[src/rtl/nn_pattern_driver.sv]
// nn_pattern_driver: buffers host board patterns and drives them one at a time
// into the 16-input classifier over start/rdy; optional label check via NN_DRV_EXPECT_EN.
module nn_pattern_driver #(
    parameter int N       = 16,
    parameter int DEPTH   = 8,
    parameter int TIMEOUT = 1023
) (
    input  logic                   clk,
    input  logic                   rst,
    input  logic                   ena,
    input  logic                   wr_en,
    input  logic [N-1:0]           wr_data,
    input  logic [1:0]             wr_exp,
    output logic                   full,
    output logic [$clog2(DEPTH):0] buf_cnt,
    input  logic                   go,
    output logic                   busy,
    output logic                   done,
    output logic [N-1:0]           nn_data,
    output logic                   nn_start,
    input  logic [1:0]             nn_res,
    input  logic                   nn_rdy,
    output logic                   res_valid,
    output logic [1:0]             res_code,
    output logic [N-1:0]           res_pattern,
    output logic [7:0]             cnt_x,
    output logic [7:0]             cnt_o,
    output logic [7:0]             cnt_none,
    output logic                   timeout_err,
    output logic [7:0]             mismatch_cnt
);

    localparam int AW = $clog2(DEPTH);
    localparam int TW = $clog2(TIMEOUT + 1);
`ifdef NN_DRV_EXPECT_EN
    localparam int EW = N + 2;
`else
    localparam int EW = N;
`endif

    typedef logic [AW-1:0] ptr_t;
    typedef logic [AW:0]   cnt_t;
    typedef logic [TW-1:0] tmo_t;

    typedef enum logic [2:0] {
        IDLE, LOAD, START, WAIT, STORE, FIN
    } state_t;

    state_t        state;
    logic [EW-1:0] mem [DEPTH];
    ptr_t          wr_ptr;
    ptr_t          rd_ptr;
    cnt_t          count;
    logic          push;
    logic          pop;
    logic [EW-1:0] entry;
    logic [EW-1:0] head;
    tmo_t          tcnt;

    assign full    = (count == cnt_t'(DEPTH));
    assign buf_cnt = count;
    assign push    = wr_en && !full;
    assign pop     = (state == LOAD);
    assign head    = mem[rd_ptr];

`ifdef NN_DRV_EXPECT_EN
    logic [1:0] exp_lbl;
    logic [7:0] mism;
    assign entry        = {wr_exp, wr_data};
    assign mismatch_cnt = mism;
`else
    logic unused_exp;
    assign entry        = wr_data;
    assign unused_exp   = ^wr_exp;
    assign mismatch_cnt = 8'd0;
`endif

    // FIFO pointers and occupancy; push and pop in one cycle both take effect
    always_ff @(posedge clk) begin
        if (rst) begin
            wr_ptr <= '0;
            rd_ptr <= '0;
            count  <= '0;
        end else if (ena) begin
            if (push)
                wr_ptr <= wr_ptr + ptr_t'(1);
            if (pop)
                rd_ptr <= rd_ptr + ptr_t'(1);
            case ({push, pop})
                2'b10:   count <= count + cnt_t'(1);
                2'b01:   count <= count - cnt_t'(1);
                default: ;
            endcase
        end
    end

    // Pattern storage; contents need no reset since occupancy gates reads
    always_ff @(posedge clk) begin
        if (!rst && ena && push)
            mem[wr_ptr] <= entry;
    end

    // Batch sequencer with registered handshake, result and tally outputs
    always_ff @(posedge clk) begin
        if (rst) begin
            state       <= IDLE;
            busy        <= 1'b0;
            done        <= 1'b0;
            nn_data     <= '0;
            nn_start    <= 1'b0;
            res_valid   <= 1'b0;
            res_code    <= 2'b00;
            res_pattern <= '0;
            cnt_x       <= 8'd0;
            cnt_o       <= 8'd0;
            cnt_none    <= 8'd0;
            timeout_err <= 1'b0;
            tcnt        <= '0;
`ifdef NN_DRV_EXPECT_EN
            exp_lbl     <= 2'b00;
            mism        <= 8'd0;
`endif
        end else if (ena) begin
            done      <= 1'b0;
            nn_start  <= 1'b0;
            res_valid <= 1'b0;
            unique case (state)
                IDLE: begin
                    if (go) begin
                        cnt_x    <= 8'd0;
                        cnt_o    <= 8'd0;
                        cnt_none <= 8'd0;
`ifdef NN_DRV_EXPECT_EN
                        mism     <= 8'd0;
`endif
                        if (count != '0) begin
                            busy  <= 1'b1;
                            state <= LOAD;
                        end else begin
                            busy  <= 1'b0;
                            done  <= 1'b1;
                            state <= FIN;
                        end
                    end
                end
                LOAD: begin
                    nn_data     <= head[N-1:0];
                    res_pattern <= head[N-1:0];
`ifdef NN_DRV_EXPECT_EN
                    exp_lbl     <= head[N+1:N];
`endif
                    tcnt        <= '0;
                    nn_start    <= 1'b1;
                    state       <= START;
                end
                START: begin
                    state <= WAIT;
                end
                WAIT: begin
                    // tcnt counts WAIT cycles; the last one is TIMEOUT
                    // cycles after nn_start and still honours rdy
                    if (nn_rdy) begin
                        res_code  <= nn_res;
                        res_valid <= 1'b1;
                        state     <= STORE;
                    end else if (tcnt == tmo_t'(TIMEOUT - 1)) begin
                        res_code    <= 2'b11;
                        timeout_err <= 1'b1;
                        res_valid   <= 1'b1;
                        state       <= STORE;
                    end else begin
                        tcnt <= tcnt + tmo_t'(1);
                    end
                end
                STORE: begin
                    case (res_code)
                        2'b01: if (cnt_x != 8'hFF) cnt_x <= cnt_x + 8'd1;
                        2'b00: if (cnt_o != 8'hFF) cnt_o <= cnt_o + 8'd1;
                        2'b10: if (cnt_none != 8'hFF) cnt_none <= cnt_none + 8'd1;
                        default: ;
                    endcase
`ifdef NN_DRV_EXPECT_EN
                    if (res_code != exp_lbl && mism != 8'hFF)
                        mism <= mism + 8'd1;
`endif
                    if (count != '0) begin
                        state <= LOAD;
                    end else begin
                        busy  <= 1'b0;
                        done  <= 1'b1;
                        state <= FIN;
                    end
                end
                FIN: begin
                    state <= IDLE;
                end
                default: state <= IDLE;
            endcase
        end
    end

endmodule
[config.mk]
export PLATFORM = sky130hd
export DESIGN_NAME = nn_pattern_driver
export DESIGN_NICKNAME = d
export VERILOG_FILES = /design/src/rtl/nn_pattern_driver.sv
export SDC_FILE = /design/constraint.sdc
export NUM_CORES = 1
export LEC_CHECK = 0
export CAP_MARGIN = 40
export CORE_ASPECT_RATIO = 1.4
export CORE_MARGIN = 8
export CORE_UTILIZATION = 60
export DETAILED_ROUTE_END_ITERATION = 10
export GPL_ROUTABILITY_DRIVEN = 0
export PLACE_DENSITY = 0.85
export SLEW_MARGIN = 20
export SYNTH_ARGS = -nofsm -noshare
export SYNTH_HDL_FRONTEND = slang
export SYNTH_SLANG_ARGS = --single-unit
[constraint.sdc]
create_clock -name clk -period 8.28 [get_ports clk]
set_input_delay 1.242 -clock clk [delete_from_list [all_inputs] [get_ports clk]]
set_output_delay 1.242 -clock clk [all_outputs]
set_load 0.01 [all_outputs]
==> results of run 1 <==
-- sequential cells by signal (all words and copies together), names as in the netlist --
| signal | cells |
|---|---|
| cnt_none | 8 |
| busy | 1 |
| mem | 128 |
| nn_start | 1 |
| res_code | 2 |
| timeout_err | 1 |
| done | 1 |
| rd_ptr | 3 |
| res_valid | 1 |
| tcnt | 10 |
| wr_ptr | 3 |
| cnt_x | 8 |
| state | 3 |
| cnt_o | 8 |
| res_pattern | 16 |
| buf_cnt | 4 |
-- path summary, 6_finish.rpt --
check	cells past startpoint	endpoint	startpoint	slack, ns
setup / recovery	6	tcnt[7]	ena	4.57
hold / removal	2	cnt_none[1]	cnt_none[1]	0.49
setup reg to reg	8	buf_cnt[2]	state[0]	5.72
hold reg to reg	2	cnt_none[1]	cnt_none[1]	0.49
-- routing by layer --
metal,vias up,GRT usage [%],wire length [um]
li1,2598,-,-
met1,2883,25.51,7488
met2,305,40.41,10810
met3,59,4.755,1466
met4,0,10.28,622
met5,-,0,0
-- power by group through the flow --
stage	Clock [uW]	Combinational, uW	Sequential [uW]
global placement	0	149	1100
CTS	876	157	1080
floorplan	0	96.8	1100
finish	865	159	1080
global route	915	172	1080
detailed placement	0	155	1100
-- critical path, cell delays in order --
cell and delay [ns]:
clkdlybuf4s50_1 1.02, and4bb_2 0.66, buf_16 0.22, a31oi_1 0.15, o311ai_0 0.57, o31ai_1 0.14
-- metrics by stage --
step / worst slack [ns] / utilization (%)
floorplan: 4.213 / -
global placement: 4.118 / 68.28
detailed placement: 4.020 / 68.92
CTS: 4.400 / 73.53
global route: 4.451 / 73.93
finish: 4.573 / 73.93
-- synth_stat cells, drive strengths merged (4+ instances only) --
library cell    n  area [sq um]
ha             10         125.1
buf            40         260.3
clkbuf         18         67.56
nor2           23         86.33
o41ai           5         51.30
inv            15         56.30
nand2          27         103.9
o211ai          8         60.06
o31ai           4         30.03
a31oi          13         81.33
mux2i          20         200.2
nand2b          4         25.02
edfxtp        128          3844
nand3          19         100.1
nor4            6         58.80
o311ai          5         43.79
nand3b          5         37.54
mux4           32         720.7
and3            5         31.28
a211oi          4         30.03
nor2b           8         50.05
nor3           12         60.06
o21a            4         30.03
dfxtp          70          1401
a21oi          42         210.2
nand4           9         56.30
or3             9         56.30
nor3b           4         30.03
or2             4         25.02
xor2            6         52.55
and2            5         31.28
o21ai          31         155.2
-- cell families (layout without fill, tap and decap cells) --
kind of cell | count (synthesis) | in the layout
multiplexers | 53 | 53
AO/OA/AOI/OAI | 140 | 140
XOR/XNOR | 7 | 7
AND/OR/NAND/NOR | 153 | 153
other | 1 | 8
buffers and inverters | 73 | 152
adder cells (fa/ha/maj) | 10 | 10
flip-flops | 198 | 198
-- layout make-up --
cell class / instances / share of cell area [%]
clock buffer: 17 / 4.137
clock inverter: 15 / 2.093
inverter: 15 / 0.5475
multi-input combinational: 371 / 29.24
sequential: 198 / 51.03
tap: 185 / 2.251
timing repair buffer: 105 / 10.71
==> run_results.csv, run 1 <==
group,metric,value,unit
power_and_ir_drop,ir_worst_vdd,0.1710,mV
floorplanning,fp.dieH,157.3,um
sta,period_needed,3.707,ns
clocking,cts.clk_slew.worst_paths,0.08,ns
grt,overflow,0,
power_and_ir_drop,power_leakage,0.003282,uW
finish,drive_gt1_share,14.42,%
detailed_routing,num_vias,5845,
power_and_ir_drop,seqPwrFrac,51.4,%
sta,max_freq,269.8,MHz
floorplanning,die_area,18400,sq um
yosys,synthSimpleGateAreaFrac,10.39,%
power_and_ir_drop,power_density,204.8,nW/um^2
finish,area_delta_synth_final,20.16,%
worst_setup_path,arrival,4.01,ns
detailed_routing,routed_wl,20390,um
sta,rsz0062_at_grt,"no",
sta,finalSetupTns,0,ns
yosys,synth_compound_area_share,10.72,%
grt,grt_pass1_vias,5867,
power_and_ir_drop,clockPowerShare,41.1,%
yosys,synthDistinctLibCells,70,
sta,fin_skew,0.01042,ns
grt,grt_max_degree,43,
yosys,syn_area,8558,sq um
placed_design,post-place-cells,872,
grt,grt_pass1_wl,31600,um
yosys,yosysWarnings,0,
worst_setup_path,cp-start-kind,"primary input",
finish,regArea,5248,sq um
floorplanning,rows,51,
placed_design,hpwl,13260,um
floorplanning,core,13910,sq um
power_and_ir_drop,pwr-share-comb,7.6,%
sta,hold_viol,0,
clocking,clock-root-buffer,"clkbuf_16",
yosys,async_flop_share,0,%
clocking,clockBufferDepth,2,
yosys,ys.flop_type,"edfxtp_1",
worst_hold_path,min_path_type,"reg2reg",
floorplanning,io_pins,102,
placed_design,dpl_cell_area,9588,sq um
sta,setup_viol,0,
detailed_routing,first_pass_iters,5,
worst_setup_path,critPathKind,"in2reg",
finish,nFillCells,884,
yosys,synth_area_per_cell,13.48,sq um
yosys,synth_fa_ha_area_share,1.462,%
finish,num-nets-final,744,
yosys,synth_edf_count,128,
floorplanning,initial_core_util,61.52,%
clocking,cts_sinks,198,
yosys,synthXorXnorAreaFrac,0.7164,%
sta,worst_pin_slew,0.8361,ns
worst_setup_path,cp_max_fo,24,
yosys,synth_top_family_by_area,"multiplexers",
worst_setup_path,worst_ep_required_time,8.58,ns
detailed_routing,post_drt_wl_per_cell,22.50,um
grt,antenna_found_initial,0,
finish,multi_input_area,3007,sq um
power_and_ir_drop,sw_frac_of_total,24.65,%
power_and_ir_drop,p_total,2106,uW
yosys,synth_mux_area_share,10.89,%
sta,finalCritPeriodShare,44.77,%
clocking,cts_inserted_buffers,17,
yosys,seq_area_frac_synth,61.29,%
clocking,postCtsSetupRepairBufs,0,
finish,fin_cells,906,
clocking,htree_num_levels,4,
finish,num_antenna_cells,0,
finish,final_cell_mix,"edfxtp_1, clkdlybuf4s50_1, dfxtp_1, a21oi_1, mux4_2",
power_and_ir_drop,p_sw,519.2,uW
clocking,cts_resized,0,
floorplanning,die_w,116.9,um
outcome,status,"complete, no violations",
detailed_routing,drc,0,
grt,grtUsageTotal,22.79,%
detailed_routing,drt_iter0_drc,532,
sta,max-slew-margin-rel,44.08,%
clocking,tritoncts,"yes",
worst_setup_path,crit_path_end_kind,"flop",
sta,drv_slew,0,
power_and_ir_drop,p_int,1587,uW
detailed_routing,vias_per_cell,6.451,
clocking,ctsHoldBuffers,0,
placed_design,portBuffers,91,
detailed_routing,drtAntennaViolNets,0,
finish,finish.instance_area,10280,sq um
clocking,insertion_delay,0.43,ns
finish,layout_commonest_cell,"edfxtp_1",
yosys,synth_seq_cells,198,
yosys,synth_cells,635,
sta,whs,0.4905,ns
flow_run,drv_cap,0,
(Power assumes the default switching activity.)
==> run 2, diff against run 1 <==
--- a/config.mk
+++ b/config.mk
@@ -8,10 +8,10 @@
 export CAP_MARGIN = 40
 export CORE_ASPECT_RATIO = 1.4
 export CORE_MARGIN = 8
-export CORE_UTILIZATION = 60
+export CORE_UTILIZATION = 56
 export DETAILED_ROUTE_END_ITERATION = 10
 export GPL_ROUTABILITY_DRIVEN = 0
-export PLACE_DENSITY = 0.85
+export PLACE_DENSITY = 0.8
 export SLEW_MARGIN = 20
 export SYNTH_ARGS = -nofsm -noshare
 export SYNTH_HDL_FRONTEND = slang
==> constraint.sdc (replaced) <==
create_clock -name clk -period 3.45 [get_ports clk]
set_input_delay 0.5175 -clock clk [delete_from_list [all_inputs] [get_ports clk]]
set_output_delay 0.5175 -clock clk [all_outputs]
set_load 0.01 [all_outputs]
==> run_results.csv, run 2 (same netlist as run 1, synthesis figures left out) <==
group,metric,value,unit
floorplanning,die_area,19550,sq um
worst_setup_path,cp-start-kind,"flop",
worst_setup_path,cp_max_fo,9,
detailed_routing,drc,0,
detailed_routing,drt_iter0_drc,433,
power_and_ir_drop,power_density,480.2,nW/um^2
sta,max-slew-margin-rel,50.66,%
grt,antenna_found_initial,0,
finish,drive_gt1_share,14.48,%
floorplanning,initial_core_util,57.10,%
power_and_ir_drop,p_total,4884,uW
floorplanning,die_w,120.5,um
worst_hold_path,min_path_cells,2,
worst_setup_path,r2r_cells,8,
sta,drv_slew,0,
finish,largestRegisters,"mem (128), res_pattern (16), tcnt (10)",
finish,final_cell_mix,"edfxtp_1, clkdlybuf4s50_1, dfxtp_1, a21oi_1, mux4_2",
grt,grt_max_degree,37,
detailed_routing,routed_wl,19610,um
floorplanning,core,14990,sq um
clocking,cts_sinks,198,
sta,worst_pin_slew,0.7402,ns
worst_setup_path,critPathLaunch,"buf_cnt[1]",
power_and_ir_drop,ir_worst_vdd,0.3846,mV
worst_setup_path,arrival,2.06,ns
sta,hold_viol,0,
worst_setup_path,critPathKind,"reg2out",
detailed_routing,first_pass_iters,6,
floorplanning,fp.dieH,162.3,um
clocking,insertion_delay,0.43,ns
outcome,status,"complete, no violations",
finish,area_delta_synth_final,18.84,%
clocking,postCtsSetupRepairBufs,0,
worst_setup_path,crit_path_end_kind,"output port",
placed_design,dpl_cell_area,9573,sq um
clocking,clock-root-buffer,"clkbuf_16",
finish,largest_reg_flops,128,
sta,rsz0062_at_grt,"no",
power_and_ir_drop,power_leakage,0.003255,uW
grt,grtUsageTotal,20.20,%
finish,finish.instance_area,10170,sq um
clocking,ctsHoldBuffers,0,
worst_setup_path,r2r-start,"state[0]",
sta,period_needed,2.576,ns
sta,finalSetupTns,0,ns
clocking,cts.clk_slew.worst_paths,0.07,ns
placed_design,portBuffers,91,
placed_design,hpwl,12780,um
detailed_routing,num_vias,5765,
detailed_routing,post_drt_wl_per_cell,21.38,um
detailed_routing,drtAntennaViolNets,0,
worst_hold_path,min_path_type,"reg2reg",
sta,fin_skew,0.009364,ns
clocking,clockBufferDepth,2,
clocking,cts_inserted_buffers,17,
clocking,cts_resized,0,
worst_hold_path,hp-start,"tcnt[9]",
finish,layout_commonest_cell,"edfxtp_1",
grt,grt_pass1_wl,30350,um
grt,grt_pass1_vias,5792,
floorplanning,io_pins,102,
finish,regMostFlops,"mem",
flow_run,drv_cap,0,
sta,max_freq,388.2,MHz
worst_setup_path,r2r_setup_slack,0.96,ns
worst_setup_path,reg2reg_to,"buf_cnt[2]",
worst_hold_path,min_to,"tcnt[9]",
clocking,tritoncts,"yes",
sta,setup_viol,0,
floorplanning,rows,53,
worst_setup_path,worst_ep_required_time,2.93,ns
finish,num_antenna_cells,0,
detailed_routing,vias_per_cell,6.287,
sta,whs,0.4904,ns
sta,finalCritPeriodShare,74.68,%
finish,num-nets-final,749,
clocking,htree_num_levels,4,
grt,overflow,0,
run 2: layout make-up:
cell class	instances	area [sq um]
Timing Repair Buffer	110	1074
Tap cell	192	240.2
Clock inverter	14	145.1
Clock buffer	17	425.4
Multi-Input combinational cell	371	2983
Fill cell	1023	4816
Sequential cell	198	5248
Inverter	15	56.30
run 2: worst max path at each step:
stage | cells after the start | slack [ns] | end
floorplan | 4 | 0.11 | mem[5][0]
global placement | 9 | 0.99 | buf_cnt[2]
detailed placement | 6 | 0.93 | tcnt[2]
CTS | 3 | 0.87 | full
global route | 8 | 0.71 | buf_cnt[2]
finish | 3 | 0.87 | full
run 2: routing by layer:
layer	vias to the layer above	share of wire (%)	global-route usage, %
met1	2831	37	21.61
met3	54	7.4	5.245
li1	2597	-	-
met5	-	0	0
met4	0	3.3	9.858
met2	283	52	36.03
run 2: per-stage QoR:
stage / util, % / worst slack (ns) / instances
6_report: 67.87 / 0.8737 / 917
4_1_cts: 67.68 / 0.8748 / 916
3_3_place_gp: 63.88 / 0.9907 / 885
2_1_floorplan: - / 0.1073 / 642
3_5_place_dp: 63.88 / 0.9335 / 885
5_1_grt: 67.87 / 0.7067 / 917
run 2: worst max-delay path, cell delays in order (launching register included):
cell and delay [ns]:
dfxtp_1 0.40, or4b_4 0.59, inv_1 0.11, clkdlybuf4s50_1 0.54
run 2: where the power goes:
part	internal, uW	switching (uW)	total (uW)
Sequential	2560	43.6	2600
Combinational	181	197	378
Clock	1010	892	1910
==> run 3, diff against run 2 <==
--- a/config.mk
+++ b/config.mk
@@ -8,10 +8,10 @@
 export CAP_MARGIN = 40
 export CORE_ASPECT_RATIO = 1.4
 export CORE_MARGIN = 8
-export CORE_UTILIZATION = 56
+export CORE_UTILIZATION = 50
 export DETAILED_ROUTE_END_ITERATION = 10
 export GPL_ROUTABILITY_DRIVEN = 0
-export PLACE_DENSITY = 0.8
+export PLACE_DENSITY = 0.76
 export SLEW_MARGIN = 20
 export SYNTH_ARGS = -nofsm -noshare
 export SYNTH_HDL_FRONTEND = slang
==> constraint.sdc (replaced) <==
create_clock -name clk -period 2.3 [get_ports clk]
set_input_delay 0.345 -clock clk [delete_from_list [all_inputs] [get_ports clk]]
set_output_delay 0.345 -clock clk [all_outputs]
set_load 0.01 [all_outputs]
==> run_results.csv, run 3 (same netlist as run 1, synthesis figures left out) <==
group,metric,value,unit
sta,worst_pin_slew,0.7159,ns
placed_design,hpwl,13480,um
sta,finalSetupTns,0,ns
worst_setup_path,arrival,2.57,ns
worst_setup_path,path_cells,"or4b_4, nand2_2, ha_4, xor2_1, ha_1, a21oi_1, xor2_1, or3_1, a21oi_1",
power_and_ir_drop,power_density,711.2,nW/um^2
clocking,insertion_delay,0.44,ns
clocking,clock-root-buffer,"clkbuf_16",
placed_design,portBuffers,91,
worst_setup_path,cpMaxStageDelayCell,"or4b_4",
detailed_routing,drc,0,
detailed_routing,post_drt_wl_per_cell,20.49,um
floorplanning,core,16750,sq um
clocking,ctsHoldBuffers,0,
worst_setup_path,r2r_cells,9,
worst_setup_path,r2r_setup_slack,0.09,ns
worst_setup_path,critPathKind,"reg2reg",
sta,max-slew-margin-rel,52.28,%
detailed_routing,first_pass_iters,5,
finish,regMostFlops,"mem",
clocking,htree_num_levels,4,
floorplanning,initial_core_util,51.11,%
worst_setup_path,slowest_delay,0.55,ns
grt,grt_max_degree,35,
sta,hold_viol,0,
floorplanning,die_area,21620,sq um
sta,max_freq,451.6,MHz
worst_setup_path,cp_max_fo,5,
detailed_routing,vias_per_cell,6.055,
clocking,cts_sinks,198,
sta,drv_slew,0,
finish,area_delta_synth_final,22.46,%
grt,grt_pass1_wl,31160,um
sta,finalCritPeriodShare,96.28,%
clocking,cts_inserted_buffers,17,
clocking,tritoncts,"yes",
worst_setup_path,critPathLaunch,"buf_cnt[2]",
worst_setup_path,r2r-start,"buf_cnt[2]",
finish,num-nets-final,767,
sta,rsz0062_at_grt,"no",
finish,largest_reg_flops,128,
finish,layout_commonest_cell,"edfxtp_1",
grt,grtUsageTotal,18.41,%
worst_setup_path,reg2reg_to,"buf_cnt[2]",
worst_setup_path,worst_ep_required_time,2.66,ns
finish,largestRegisters,"mem (128), res_pattern (16), tcnt (10)",
finish,finish.instance_area,10480,sq um
worst_hold_path,min_path_cells,2,
worst_hold_path,min_path_type,"reg2reg",
sta,fin_skew,0.01516,ns
worst_setup_path,crit_end,"buf_cnt[2]",
power_and_ir_drop,ir_worst_vdd,0.5424,mV
sta,setup_viol,0,
grt,grt_pass1_vias,5933,
sta,whs,0.4794,ns
detailed_routing,num_vias,5734,
grt,antenna_found_initial,0,
sta,period_needed,2.215,ns
worst_setup_path,cp-start-kind,"flop",
power_and_ir_drop,power_leakage,0.003391,uW
finish,drive_gt1_share,16.94,%
floorplanning,io_pins,102,
finish,fin_util,62.58,%
floorplanning,fp.dieH,170.8,um
worst_setup_path,crit_path_end_kind,"flop",
flow_run,drv_cap,0,
floorplanning,rows,56,
clocking,clockBufferDepth,2,
finish,num_antenna_cells,0,
grt,overflow,0,
clocking,cts.clk_slew.worst_paths,0.07,ns
finish,final_cell_mix,"edfxtp_1, clkdlybuf4s50_1, dfxtp_1, a21oi_1, mux4_2",
detailed_routing,drtAntennaViolNets,0,
outcome,status,"complete, no violations",
detailed_routing,drt_iter0_drc,416,
detailed_routing,routed_wl,19400,um
floorplanning,die_w,126.6,um
placed_design,dpl_cell_area,9853,sq um
[run 3: cell count changes in the layout (fill, tap and decap cells not counted), sizes merged]
cell           change
clkbuf             +1
dlygate4sd2        +1
clkinvlp           -2
bufinv             -1
clkinv             +2
inv                +1
clkdlybuf4s50      -1
buf               +18
[run 3: stage by stage]
| step | worst slack [ns] | power (uW) | std cells |
|---|---|---|---|
| 2_1_floorplan | -0.2287 | 4316 | 642 |
| 3_3_place_gp | 0.04974 | 4558 | 914 |
| 3_5_place_dp | -0.05636 | 4583 | 914 |
| 4_1_cts | 0.02080 | 7518 | 946 |
| 5_1_grt | 0.007363 | 7697 | 947 |
| 6_report | 0.08550 | 7454 | 947 |
[run 3: power by group]
group / total (uW) / switching [uW] / internal (uW)
Clock: 2950 / 1450 / 1500
Combinational: 631 / 327 / 304
Sequential: 3870 / 40.6 / 3830
[run 3: layout make-up]
cell class / count / area (sq um)
Timing Repair Buffer: 128 / 1300
Clock inverter: 14 / 168.9
Clock buffer: 18 / 439.2
Inverter: 15 / 56.30
Tap cell: 203 / 254.0
Multi-Input combinational cell: 371 / 3015
Fill cell: 1238 / 6266
Sequential cell: 198 / 5246
[run 3: worst min path at each step]
| stage | to | slack (ns) | from |
|---|---|---|---|
| floorplan | tcnt[8] | 0.44 | tcnt[8] |
| global placement | rd_ptr[1] | 0.45 | rd_ptr[1] |
| detailed placement | timeout_err | 0.47 | timeout_err |
| CTS | tcnt[8] | 0.48 | tcnt[8] |
| global route | done | 0.51 | done |
| finish | timeout_err | 0.48 | timeout_err |
[run 3: what timing repair did]
item | CTS | global route
pin swaps | 0 | 1
setup buffers | 0 | 1
endpoints found under the setup margin | 2 | 1
resized for setup | 2 | 1
[run 3: layer usage]
| metal | up-vias | track usage (%) | wire length [um] |
|---|---|---|---|
| met1 | 2845 | 20.28 | 7672 |
| met2 | 215 | 33.31 | 10180 |
| li1 | 2643 | - | - |
| met5 | - | 0 | 0 |
| met4 | 0 | 8.766 | 442 |
| met3 | 31 | 3.738 | 1110 |
[run 3: worst max-delay path, delay by kind of cell, from the launching register on]
kind,cells,cell delay [ns]
AOI/OAI and AO/OA,2,0.20
xor gates and xnor gates,2,0.30
adders and majority gates,2,0.33
DFF,1,0.32
and+or+nand+nor,3,0.98
